## src/rtl/gray_conv_pkg.sv

```systemverilog
// Shared types, default sizes and Gray conversion helpers for gray_conv_sched.
package gray_conv_pkg;

  localparam int DEF_NREQ  = 4;
  localparam int DEF_WIDTH = 4;
  localparam int MAX_WIDTH = 16;

  typedef enum logic {
    EMPTY = 1'b0,
    FULL  = 1'b1
  } slot_state_e;

  function automatic logic [MAX_WIDTH-1:0] bin2gray(input logic [MAX_WIDTH-1:0] bin);
    return bin ^ (bin >> 1);
  endfunction

  // Prefix XOR from the MSB down; zero-extended inputs leave the low WIDTH bits exact.
  function automatic logic [MAX_WIDTH-1:0] gray2bin(input logic [MAX_WIDTH-1:0] gray);
    logic [MAX_WIDTH-1:0] bin;
    bin[MAX_WIDTH-1] = gray[MAX_WIDTH-1];
    for (int k = MAX_WIDTH - 2; k >= 0; k--) begin
      bin[k] = bin[k+1] ^ gray[k];
    end
    return bin;
  endfunction

endpackage

```

## src/rtl/gray_conv_sched_rr_arbiter.sv

```systemverilog
// Combinational round-robin arbiter: first asserted request at or after ptr_i, wrapping.
module rr_arbiter
  import gray_conv_pkg::*;
#(
  parameter int NREQ = DEF_NREQ,
  parameter int IDW  = $clog2(NREQ)
) (
  input  logic [NREQ-1:0] req_i,
  input  logic [IDW-1:0]  ptr_i,
  output logic [NREQ-1:0] grant_o,
  output logic [IDW-1:0]  grant_idx_o,
  output logic            any_o
);

  logic [2*NREQ-1:0] req_rot;
  int                sel;

  always_comb begin
    req_rot     = {req_i, req_i} >> ptr_i;
    any_o       = 1'b0;
    grant_idx_o = '0;
    sel         = 0;
    for (int k = 0; k < NREQ; k++) begin
      if (!any_o && req_rot[k]) begin
        any_o = 1'b1;
        sel   = int'(ptr_i) + k;
        if (sel >= NREQ) sel = sel - NREQ;
        grant_idx_o = IDW'(sel);
      end
    end
    grant_o = any_o ? (NREQ'(1) << grant_idx_o) : '0;
  end

endmodule

```

## src/rtl/gray_conv_sched.sv

```systemverilog
// Round-robin shared binary-to-Gray converter with a single registered output slot.
// Optional GRAY_CONV_DECODE_EN adds per-requester Gray-to-binary decode (req_dir/out_dir).
//
// state | meaning
// EMPTY | output slot free
// FULL  | output slot holds a result (out_valid=1)
module gray_conv_sched
  import gray_conv_pkg::*;
#(
  parameter int NREQ  = DEF_NREQ,
  parameter int WIDTH = DEF_WIDTH,
  parameter int IDW   = $clog2(NREQ)
) (
  input  logic                  clk,
  input  logic                  rst,
  input  logic [NREQ-1:0]       req_valid,
  output logic [NREQ-1:0]       req_ready,
  input  logic [NREQ*WIDTH-1:0] req_bin,
`ifdef GRAY_CONV_DECODE_EN
  input  logic [NREQ-1:0]       req_dir,
  output logic                  out_dir,
`endif
  output logic                  out_valid,
  input  logic                  out_ready,
  output logic [WIDTH-1:0]      out_gray,
  output logic [IDW-1:0]        out_id
);

  if (IDW != $clog2(NREQ)) begin : g_bad_idw
    $error("IDW must equal clog2(NREQ)");
  end
  if (WIDTH > MAX_WIDTH || WIDTH < 2) begin : g_bad_width
    $error("WIDTH out of range");
  end

  slot_state_e       state_q;
  logic [WIDTH-1:0]  gray_q;
  logic [IDW-1:0]    id_q;
  logic [IDW-1:0]    rr_ptr_q;
  logic [IDW-1:0]    rr_ptr_d;

  logic [NREQ-1:0]   grant;
  logic [IDW-1:0]    grant_idx;
  logic              any_req;
  logic              can_load;
  logic              accept;
  logic [WIDTH-1:0]  bin_g;
  logic [WIDTH-1:0]  conv_d;

  rr_arbiter #(
    .NREQ (NREQ),
    .IDW  (IDW)
  ) u_arb (
    .req_i       (req_valid),
    .ptr_i       (rr_ptr_q),
    .grant_o     (grant),
    .grant_idx_o (grant_idx),
    .any_o       (any_req)
  );

  // A full slot draining this cycle can be refilled in the same cycle.
  assign can_load  = (state_q == EMPTY) || out_ready;
  assign accept    = can_load && any_req && !rst;
  assign req_ready = accept ? grant : '0;
  assign rr_ptr_d  = (grant_idx == IDW'(NREQ - 1)) ? '0 : grant_idx + IDW'(1);

  always_comb begin
    bin_g = '0;
    for (int k = 0; k < NREQ; k++) begin
      if (grant_idx == IDW'(k)) bin_g = req_bin[k*WIDTH +: WIDTH];
    end
  end

`ifdef GRAY_CONV_DECODE_EN
  logic dir_g;
  logic dir_q;

  always_comb begin
    dir_g = 1'b0;
    for (int k = 0; k < NREQ; k++) begin
      if (grant_idx == IDW'(k)) dir_g = req_dir[k];
    end
  end

  assign conv_d = dir_g ? WIDTH'(gray2bin(MAX_WIDTH'(bin_g)))
                        : WIDTH'(bin2gray(MAX_WIDTH'(bin_g)));

  always_ff @(posedge clk) begin
    if (rst) begin
      dir_q <= 1'b0;
    end else if (accept) begin
      dir_q <= dir_g;
    end
  end

  assign out_dir = dir_q;
`else
  assign conv_d = WIDTH'(bin2gray(MAX_WIDTH'(bin_g)));
`endif

  always_ff @(posedge clk) begin
    if (rst) begin
      state_q  <= EMPTY;
      gray_q   <= '0;
      id_q     <= '0;
      rr_ptr_q <= '0;
    end else begin
      case (state_q)
        EMPTY:   if (accept) state_q <= FULL;
        FULL:    if (out_ready && !accept) state_q <= EMPTY;
        default: state_q <= EMPTY;
      endcase
      if (accept) begin
        gray_q   <= conv_d;
        id_q     <= grant_idx;
        rr_ptr_q <= rr_ptr_d;
      end
    end
  end

  assign out_valid = (state_q == FULL);
  assign out_gray  = gray_q;
  assign out_id    = id_q;

  a_ready_onehot0: assert property (@(posedge clk) disable iff (rst) $onehot0(req_ready));
  a_hold_stable:   assert property (@(posedge clk) disable iff (rst)
                     (state_q == FULL && !out_ready) |=> ($stable(gray_q) && $stable(id_q)));

endmodule

```

## config.mk

```make
export PLATFORM = sky130hd
export DESIGN_NAME = gray_conv_sched
export DESIGN_NICKNAME = d
export VERILOG_FILES = /design/src/rtl/gray_conv_pkg.sv /design/src/rtl/gray_conv_sched_rr_arbiter.sv /design/src/rtl/gray_conv_sched.sv
export SDC_FILE = /design/constraint.sdc
export NUM_CORES = 1
export LEC_CHECK = 0
export BUFFER_PORTS_ARGS = -buffer_cell sky130_fd_sc_hd__buf_2
export CAP_MARGIN = 5
export CORE_MARGIN = 2
export CORE_UTILIZATION = 46
export CTS_CLUSTER_DIAMETER = 60
export DETAILED_ROUTE_END_ITERATION = 10
export GPL_TIMING_DRIVEN = 0
export PLACE_DENSITY = 0.82
export SLEW_MARGIN = 10
export SYNTH_ARGS = -nofsm -noshare
export SYNTH_HDL_FRONTEND = slang
export SYNTH_SLANG_ARGS = --single-unit
```

## constraint.sdc

```tcl
create_clock -name clk -period 3.1 [get_ports clk]
set_input_delay 0.62 -clock clk [delete_from_list [all_inputs] [get_ports clk]]
set_output_delay 0.62 -clock clk [all_outputs]
set_load 0.01 [all_outputs]
```

After elaboration in Yosys (flattened, before gate mapping)
Cells that the tools add are included.

Add/sub/neg operators: 8. Magnitude comparators: 4. Equality and inequality tests: 3. Shift-type cells: 2. Mux-type cells: 22. Bitwise operators: 2. Reductions and logical operators: 13.

Operator list (number): 2-to-1 mux 4 bit (6); 2-to-1 mux 2 bit (9); >= comparator 3 bit, second input constant (3); right shift 8 x 2 -> 4 bit (1); subtractor 2 x 1 -> 2 bit, second input constant (4); adder 2 x 2 -> 3 bit, second input constant (2); logical AND 1 bit (6); 2-to-1 mux 1 bit (6); zero test 1 bit (5); == test 2 bit, second input constant (2); << shifter 1 x 2 -> 4 bit, first input constant (1); bitwise XOR 4 x 3 -> 4 bit (1); adder 2 x 1 -> 3 bit, second input constant (1); >= comparator 2 x 3 -> 1 bit, second input constant (1); adder 2 x 1 -> 2 bit, second input constant (1); == test 2 x 1 -> 1 bit, second input constant (1); zero test 2 bit (1); one-hot mux 1 bit (2 select lines) (1); logical OR 1 bit (1); inverter 1 bit (1).

Bits in registers: 9. Input port bits: 23. Output and inout bits: 11. Logic and storage cells: 58.

Longest topological paths before layout
Gate-level depths: netlist (run 1).

Depth after elaboration: 17. Depth in mapped cells: 10. Gate-level depth less buffers: 10.

By module
A second synthesis (run 1) with hierarchy kept.

Cell total of the unflattened synthesis: 101. Area total of the unflattened synthesis: 729.4 µm².

Modules (own cells, without submodules): gray_conv_sched (times used 1, cells each 69, area each 546.8 µm², sequential area each 180.2 µm²); rr_arbiter (times used 1, cells each 32, area each 182.7 µm², sequential area each 0.0 µm²).

Worst setup path before layout (run 1)
OpenSTA, ideal clock, no wires.

Path kind: input-to-reg. Start: input req_valid[1]. End: register gray_q[1] (netlist: out_gray[1]). Arrival time: 2.235 ns. Data required time: 2.985 ns. Slack: 0.750 ns. Stages: 9. Path through: or3b_2 o221ai_1 inv_1 ha_1 nor2b_2 a22oi_1 a21oi_1 xnor2_1 o21ai_2.

Cells in the longest elaborated chain, start to end: 17.

Ends and longest elaborated chain: from (decl) (RTL line gray_conv_sched.sv:16) `input logic [NREQ-1:0] req_valid,`; right shift 8 x 2 -> 4 bit (*) (RTL line gray_conv_sched_rr_arbiter.sv:19) `req_rot = {req_i, req_i} >> ptr_i;`; 2-to-1 mux 1 bit (RTL line gray_conv_sched_rr_arbiter.sv:24) `if (!any_o && req_rot[k]) begin`; zero test 1 bit (RTL line gray_conv_sched_rr_arbiter.sv:24); logical AND 1 bit (RTL line gray_conv_sched_rr_arbiter.sv:24); 2-to-1 mux 1 bit (RTL line gray_conv_sched_rr_arbiter.sv:24); zero test 1 bit (RTL line gray_conv_sched_rr_arbiter.sv:24); logical AND 1 bit (RTL line gray_conv_sched_rr_arbiter.sv:24); 2-to-1 mux 1 bit (RTL line gray_conv_sched_rr_arbiter.sv:24); zero test 1 bit (RTL line gray_conv_sched_rr_arbiter.sv:24); logical AND 1 bit (RTL line gray_conv_sched_rr_arbiter.sv:24); 2-to-1 mux 2 bit (*) (RTL line gray_conv_sched_rr_arbiter.sv:24); via grant_idx[0] (RTL line gray_conv_sched.sv:43) `logic [IDW-1:0] grant_idx;`; zero test 2 bit (RTL line gray_conv_sched.sv:70) `if (grant_idx == IDW'(k)) bin_g = req_bin[k*WIDTH +: WIDTH];`; 2-to-1 mux 4 bit (3 in a row) (RTL line gray_conv_sched.sv:70); 2-to-1 mux 4 bit (*) (RTL line gray_conv_sched.sv:70); bitwise XOR 4 x 3 -> 4 bit (*) (RTL line gray_conv_pkg.sv:14) `return bin ^ (bin >> 1);`; to (signal assigned) (RTL line gray_conv_sched.sv:114) `gray_q <= conv_d;`; to (decl) (RTL line gray_conv_sched.sv:37) `logic [WIDTH-1:0] gray_q;`.

The timed path passes the listed nets; every way through them passes the cells marked *. A chain may end at the register's enable or synchronous reset.

Final worst setup path (run 1)
Start: input req_valid[1]. End: output req_ready[3].

Cells in the longest elaborated chain, start to end: 14.

Ends and longest elaborated chain: right shift 8 x 2 -> 4 bit (*) (RTL line gray_conv_sched_rr_arbiter.sv:19); 2-to-1 mux 1 bit (RTL line gray_conv_sched_rr_arbiter.sv:24); zero test 1 bit (RTL line gray_conv_sched_rr_arbiter.sv:24); logical AND 1 bit (RTL line gray_conv_sched_rr_arbiter.sv:24); 2-to-1 mux 1 bit (RTL line gray_conv_sched_rr_arbiter.sv:24); zero test 1 bit (RTL line gray_conv_sched_rr_arbiter.sv:24); logical AND 1 bit (RTL line gray_conv_sched_rr_arbiter.sv:24); 2-to-1 mux 1 bit (RTL line gray_conv_sched_rr_arbiter.sv:24); zero test 1 bit (RTL line gray_conv_sched_rr_arbiter.sv:24); logical AND 1 bit (RTL line gray_conv_sched_rr_arbiter.sv:24); 2-to-1 mux 2 bit (*) (RTL line gray_conv_sched_rr_arbiter.sv:24); via grant_idx[0] (RTL line gray_conv_sched.sv:43); << shifter 1 x 2 -> 4 bit (*) (RTL line gray_conv_sched_rr_arbiter.sv:31) `grant_o = any_o ? (NREQ'(1) << grant_idx_o) : '0;`; 2-to-1 mux 4 bit (*) (RTL line gray_conv_sched_rr_arbiter.sv:31); 2-to-1 mux 4 bit (*) (RTL line gray_conv_sched.sv:64) `assign req_ready = accept ? grant : '0;`; to (decl) (RTL line gray_conv_sched.sv:17) `output logic [NREQ-1:0] req_ready,`.

Marks and branches as above.

==> results.yml, run 1 <==
sta:
  finalSetupViolations: 0
  tns_ps: 0
  worst_pin_slew_ps: 561
  finClkSkew_ps: 4.82
  post-route-period-util: 0.872
  finalMaxSlewViolations: 0
  hold_viol: 0
  min_period_ps: 2700
  post-route-worst-setup-slack_ps: 397
  holdWs_ps: 454
  max_freq_mhz: 370
  slew_headroom: 0.623
  rsz0062_at_grt: "false"
synth:
  ys_seq_area_frac: 0.285
  yosys.area.top_type: "dfxtp_1"
  ys_types: 28
  synth_edf_count: 0
  syn-num-nets: 101
  netlist_area_sq_um: 633
  yosysMostFrequentCell: "dfxtp_1"
  async_flop_share: 0
  synth_cells: 74
  synth-seq-cells: 9
  netlist_top_cells_area: "dfxtp_1 28%, ha_1 7.9%, a22oi_1 5.9%"
  syn_area_per_cell_sq_um: 8.56
  synth_top_area_share: 0.285
  yosys_warnings: 0
  yosys_most_used_dff: "dfxtp_1"
  synthTopCellsByCount: "9 x dfxtp_1, 7 x a21oi_1, 6 x nor2_1, 5 x a22oi_1, 5 x o22ai_1"
critical_path:
  critical_path.startpoint: "req_valid[1]"
  worst_path_max_delay_cell: "or3b_2"
  worstSetupPathType: "primary input to output port"
  path_cells: "buf_2 -> or3b_2 -> o221ai_1 -> inv_1 -> ha_1 -> inv_1 -> nor2_1 -> buf_2"
  crit-reg2reg-launch: "rr_ptr_q[1]$_SDFFE_PP0P_"
  cp.arrival_ps: 2080
  critPathCaptureType: "output port"
  slowest_delay_ps: 440
  required_ps: 2480
  start_kind: "primary input"
  cp_max_fo: 5
grt:
  grt_pass1_vias: 535
  met3_usage: 0.0489
  grt_pass1_wl_um: 2110
  antenna_found_initial: 0
  met1_usage: 0.249
  grt.met2_usage: 0.289
  busiest_layer: "met2"
  globalRoute.totalOverflow: 0
  grt_usage: 0.185
  grt_start_max_net_pins: 11
pwr:
  pwr-share-seq: 0.367
  combPwrFrac: 0.417
  ir_drop_v: 0.000204
  power_frac_clock: 0.217
  p_sw_frac: 0.342
  p_int_mw: 0.265
  switchingPower_mw: 0.138
  p_per_area_mw_per_mm2: 478
  leakagePower_nw: 0.403
final_layout:
  fin_util: 0.648
  drive_above_1_share: 0.414
  n_antenna_cell: 0
  n_fill_cell: 124
  area_growth_pct: 33.2
  layout.nets: 139
route:
  first_iter_violations: 15
  drt.antenna.violating_nets: 0
  via_per_inst: 5.29
  routed-via-count: 667
  detail_route.wl_per_cell_um: 10.6
  wl_um: 1340
  drc: 0
  drtPass1Iterations: 4
floorplanning:
  start_util: 0.487
  io-pin-count: 34
  die_x_um: 41.1
  die_h_um: 41.1
  rows: 13
  die_area_sq_mm: 0.00169
  core_area_sq_mm: 0.00130
clocking:
  cts-htree-levels: 1
  post_cts_buffers: 0
  cts.sinks: 9
  clk_pin_slew_ps: 60
  cts_inserted_buffers: 3
  clock_path_buffers: 2
  cts_resized: 0
  cts_tree: "done"
  clk_latency_ps: 250
  clockRootBuffer: "clkbuf_4"
  ctsHoldBuffers: 0
place:
  port_buffers: 33
  hpwl_um: 1090
  gp_congestion: 0.785
  dpl_worst_slack_ps: 395
run:
  maxCapViolCount: 0
min_path:
  hp-start: "out_gray[3]$_SDFFE_PP0P_"
  hp-class: "flop to flop"
status:
  status: "complete, no violations"
==> power groups by stage <==
stage / Clock (mW) / Combinational [mW] / Sequential, mW
finish: 0.0872 / 0.168 / 0.148
detailed placement: 0 / 0.168 / 0.150
floorplan: 0 / 0.107 / 0.158
global route: 0.0956 / 0.188 / 0.151
CTS: 0.0899 / 0.169 / 0.148
global placement: 0 / 0.164 / 0.149
==> final timing paths <==
check | to | cells past startpoint | slack (ps)
hold reg to reg | out_gray[3]$_SDFFE_PP0P_ | 2 | 450
setup reg to reg | out_gray[2]$_SDFFE_PP0P_ | 9 | 750
hold / removal | out_gray[3]$_SDFFE_PP0P_ | 2 | 450
setup / recovery | req_ready[3] | 8 | 400
==> layout make-up <==
class / instances / area [sq um] / area share
timing repair buffer: 33 / 165 / 0.196
sequential: 9 / 180 / 0.214
inverter: 4 / 15.0 / 0.0178
buffer: 3 / 26.3 / 0.0312
clock buffer: 4 / 26.3 / 0.0312
tap: 15 / 18.8 / 0.0223
multi-input combinational: 58 / 412 / 0.488
==> state kept, by name (all words and copies together), names as in the netlist <==
| register | flops |
|---|---|
| rr_ptr_q | 2 |
| out_valid | 1 |
| out_id | 2 |
| out_gray | 4 |
==> worst max-delay path, delay by kind of cell <==
kind	cells	cell delay [ps]
AO/OA/AOI/OAI	1	180
adder cells (fa/ha/maj)	1	240
buffers and inverters	4	540
AND/OR/NAND/NOR	2	500
==> per-layer routing <==
layer | vias up | share of wire
li1 | 344 | -
met1 | 290 | 0.47
met2 | 33 | 0.44
met3 | 0 | 0.087
met4 | 0 | 0
met5 | - | 0
==> metrics by stage <==
stage | std cells | power, mW | cell area, sq um
floorplan | 74 | 0.265 | 633
global placement | 122 | 0.313 | 817
detailed placement | 122 | 0.318 | 817
CTS | 126 | 0.407 | 843
global route | 126 | 0.435 | 843
finish | 126 | 0.403 | 843
==> layout by cell type (no fill, tap or decap), types with 2 or more instances in the layout <==
| cell type | synthesis | routed |
|---|---|---|
| nand3b_2 | 2 | 2 |
| clkbuf_4 | 0 | 3 |
| nand3b_1 | 3 | 3 |
| nor2_1 | 6 | 6 |
| ha_1 | 4 | 4 |
| nor2b_1 | 2 | 2 |
| buf_6 | 2 | 2 |
| dfxtp_1 | 9 | 9 |
| and2_1 | 3 | 3 |
| o21ai_2 | 3 | 3 |
| nand2_1 | 2 | 2 |
| buf_2 | 0 | 33 |
| xnor2_1 | 3 | 3 |
| o21ai_1 | 2 | 2 |
| clkbuf_1 | 1 | 2 |
| a22oi_1 | 5 | 5 |
| o22ai_1 | 5 | 5 |
| a21oi_1 | 7 | 7 |
| inv_1 | 4 | 4 |
==> logic make-up (layout without fill, tap and decap cells) <==
| kind of cell | Yosys count | count (layout) | synth area share |
|---|---|---|---|
| xor gates and xnor gates | 3 | 3 | 0.0415 |
| buffers and inverters | 7 | 44 | 0.0652 |
| and+or+nand+nor | 24 | 24 | 0.243 |
| DFF | 9 | 9 | 0.285 |
| muxes | 1 | 1 | 0.0158 |
| AOI/OAI and AO/OA | 26 | 26 | 0.271 |
| adders and majority gates | 4 | 4 | 0.0791 |
Power figures use the tool's default switching activity.
==> inputs of run 2 (changes only) <==
Settings changed: CORE_UTILIZATION 46 to 48, SYNTH_HIERARCHICAL set to 1.
==> run 2 against run 1 <==
Fmax about the same. Clock power is 6.8% higher. Cell count grew 21%. Sequential share of layout area decreased by 2.0 points. First-iteration DRC count is 40% higher. Final area is 10% higher. Register-to-register slack worse by 350 ps. Worst hold slack got worse by 1.6 ps. Area after synthesis up 15%. Largest power group unchanged. Clock skew about the same. Total power increased by 17%. Synthesized cell count increased by 36%.
==> results.yml, run 2 <==
clocking:
  cts_inserted_buffers: 3
  clk_pin_slew_ps: 60
  cts-htree-levels: 1
  clockRootBuffer: "clkbuf_4"
  cts_resized: 0
  clock_path_buffers: 2
  cts_tree: "done"
  post_cts_buffers: 0
  clk_latency_ps: 270
  ctsHoldBuffers: 0
  cts.sinks: 9
grt:
  grt_start_max_net_pins: 11
  grt_usage: 0.217
  grt_pass1_vias: 795
  grt_pass1_wl_um: 3140
  antenna_found_initial: 0
  globalRoute.totalOverflow: 0
final_layout:
  final_cell_count_no_fill: 152
  final_common_cell: "buf_2"
  final_cell_mix: "32 x buf_2, 11 x nand2_1, 10 x a21oi_1"
  area_growth_pct: 27.6
  layout.nets: 164
  largest_reg_flops: 4
  n_antenna_cell: 0
  n_fill_cell: 132
  drive_above_1_share: 0.287
run:
  maxCapViolCount: 0
sta:
  max_freq_mhz: 370
  rsz0062_at_grt: "false"
  finalMaxSlewViolations: 0
  hold_viol: 0
  post-route-period-util: 0.872
  holdWs_ps: 453
  finClkSkew_ps: 4.41
  slew_headroom: 0.679
  tns_ps: 0
  finalSetupViolations: 0
  worst_pin_slew_ps: 481
  min_period_ps: 2700
synth:
  synth_top_family_by_area: "compound AO/OA/AOI/OAI gates"
  yosysMostFrequentCell: "nand2_1"
  synth-compound-area-share: 0.328
  synth-xor-area-share: 0
  yosys_most_used_dff: "dfxtp_1"
  synth-seq-cells: 9
  async_flop_share: 0
  synth_cells: 101
  netlist_top_cells_area: "dfxtp_1 25%, a21oi_1 6.9%, ha_1 6.9%"
  ys_seq_area_frac: 0.247
  yosys_warnings: 6
  syn-num-nets: 128
  synth_adder_area_share: 0.0686
  ys_types: 32
  netlist_area_sq_um: 729
  synthTopCellsByCount: "11 x nand2_1, 10 x a21oi_1, 9 x dfxtp_1, 9 x inv_1, 9 x nor2_1"
  yosys.area_share.simple: 0.283
  muxShareOfSynthArea: 0
  synth_edf_count: 0
  yosys.area.top_type: "dfxtp_1"
  syn_area_per_cell_sq_um: 7.22
  synth_top_area_share: 0.247
route:
  routed-via-count: 849
  via_per_inst: 5.59
  drtPass1Iterations: 4
  detail_route.wl_per_cell_um: 11.9
  wl_um: 1810
  drt.antenna.violating_nets: 0
  drc: 0
  first_iter_violations: 21
place:
  dp.cells: 148
  gp_congestion: 0.744
  port_buffers: 31
  hpwl_um: 1460
critical_path:
  path_cells: "nand2b_2 -> a21oi_1 -> a211oi_2 -> inv_1 -> ha_1 -> or2_1 -> a221o_1 -> a211o_1 -> a311oi_1"
  cp_num_cells: 9
  critPathCaptureType: "flop"
  r2r_setup_slack_ps: 400
  r2r_end: "out_gray[2]$_SDFFE_PP0N_"
  crit_family: "compound AO/OA/AOI/OAI gates"
  required_ps: 3270
  slowest_delay_ps: 440
  path_buf_inv: 1
  cp_max_fo: 7
  crit-reg2reg-launch: "rr_ptr_q[0]$_SDFFE_PP0N_"
  worst_path_max_delay_cell: "dfxtp_1"
  start_kind: "flop"
  worstSetupPathType: "flop to flop"
  crit_end: "out_gray[2]$_SDFFE_PP0N_"
  rr_worst_depth: 9
  cp.arrival_ps: 2880
  critical_path.startpoint: "rr_ptr_q[0]$_SDFFE_PP0N_"
floorplanning:
  start_util: 0.496
  die_h_um: 43.0
  die_area_sq_mm: 0.00185
  rows: 14
  io-pin-count: 34
  die_x_um: 43.0
  core_area_sq_mm: 0.00147
pwr:
  p_per_area_mw_per_mm2: 504
  ir_drop_v: 0.000238
  power_mw: 0.469
  leakagePower_nw: 0.454
min_path:
  hp-class: "flop to flop"
  hold_depth: 2
status:
  status: "complete, no violations"
-- run 2: cell types whose count changed after synthesis, moves of 4 or more --
cell      change
o21ai_0       +4
a311oi_1      +4
inv_1         +5
nand2_1       +9
a221oi_1      +4
a22oi_1       -5
-- run 2: cell families after synthesis --
logic type,after synthesis
compound gates,34
fa+ha+maj,4
buf+inv,13
flops,9
simple gates,41
-- run 2: metal layers --
| layer | up-vias | track usage | routed length, um |
|---|---|---|---|
| met1 | 382 | 0.262 | 776 |
| met4 | 0 | 0.0970 | 20 |
| met2 | 34 | 0.376 | 900 |
| li1 | 430 | - | - |
| met3 | 3 | 0.0340 | 111 |
| met5 | - | 0 | 0 |
-- run 2: report_power, final --
part | internal (mW) | switching, mW | total (mW)
sequential | 0.136 | 0.0131 | 0.150
clock | 0.0498 | 0.0434 | 0.0931
combinational | 0.102 | 0.125 | 0.227
total | 0.288 | 0.182 | 0.469
-- run 2: final cells by class --
type	instances	area, sq um	area share
Buffer	4	20.0	0.0215
Clock buffer	4	26.3	0.0282
Inverter	9	33.8	0.0363
Multi-Input combinational cell	79	495	0.532
Sequential cell	9	180	0.194
Tap cell	16	20.0	0.0215
Timing Repair Buffer	31	155	0.167
-- run 2: worst min path at each step --
stage / from / end / slack (ps)
6_report: out_id[0]$_SDFFE_PP0N_ / out_id[0]$_SDFFE_PP0N_ / 450
5_1_grt: out_id[0]$_SDFFE_PP0N_ / out_id[0]$_SDFFE_PP0N_ / 490
4_1_cts: out_id[1]$_SDFFE_PP0N_ / out_id[1]$_SDFFE_PP0N_ / 460
3_5_place_dp: out_id[1]$_SDFFE_PP0N_ / out_id[1]$_SDFFE_PP0N_ / 450
2_1_floorplan: rr_ptr_q[1]$_SDFFE_PP0N_ / rr_ptr_q[1]$_SDFFE_PP0N_ / 450
3_3_place_gp: out_id[1]$_SDFFE_PP0N_ / out_id[1]$_SDFFE_PP0N_ / 440
-- run 2: stage by stage --
step                area [sq um]  worst slack (ps)  utilization
floorplan                    729               407            -
global placement             905               236        0.615
finish                       931               397        0.633
global route                 931               186        0.633
detailed placement           905               174        0.615
CTS                          931               419        0.633
-- run 2: worst min-delay path, delay by kind of cell, from the launching register on --
family	cells	cell delay, ps
flip-flops	1	310
AND/OR/NAND/NOR	1	50
AO/OA/AOI/OAI	1	50
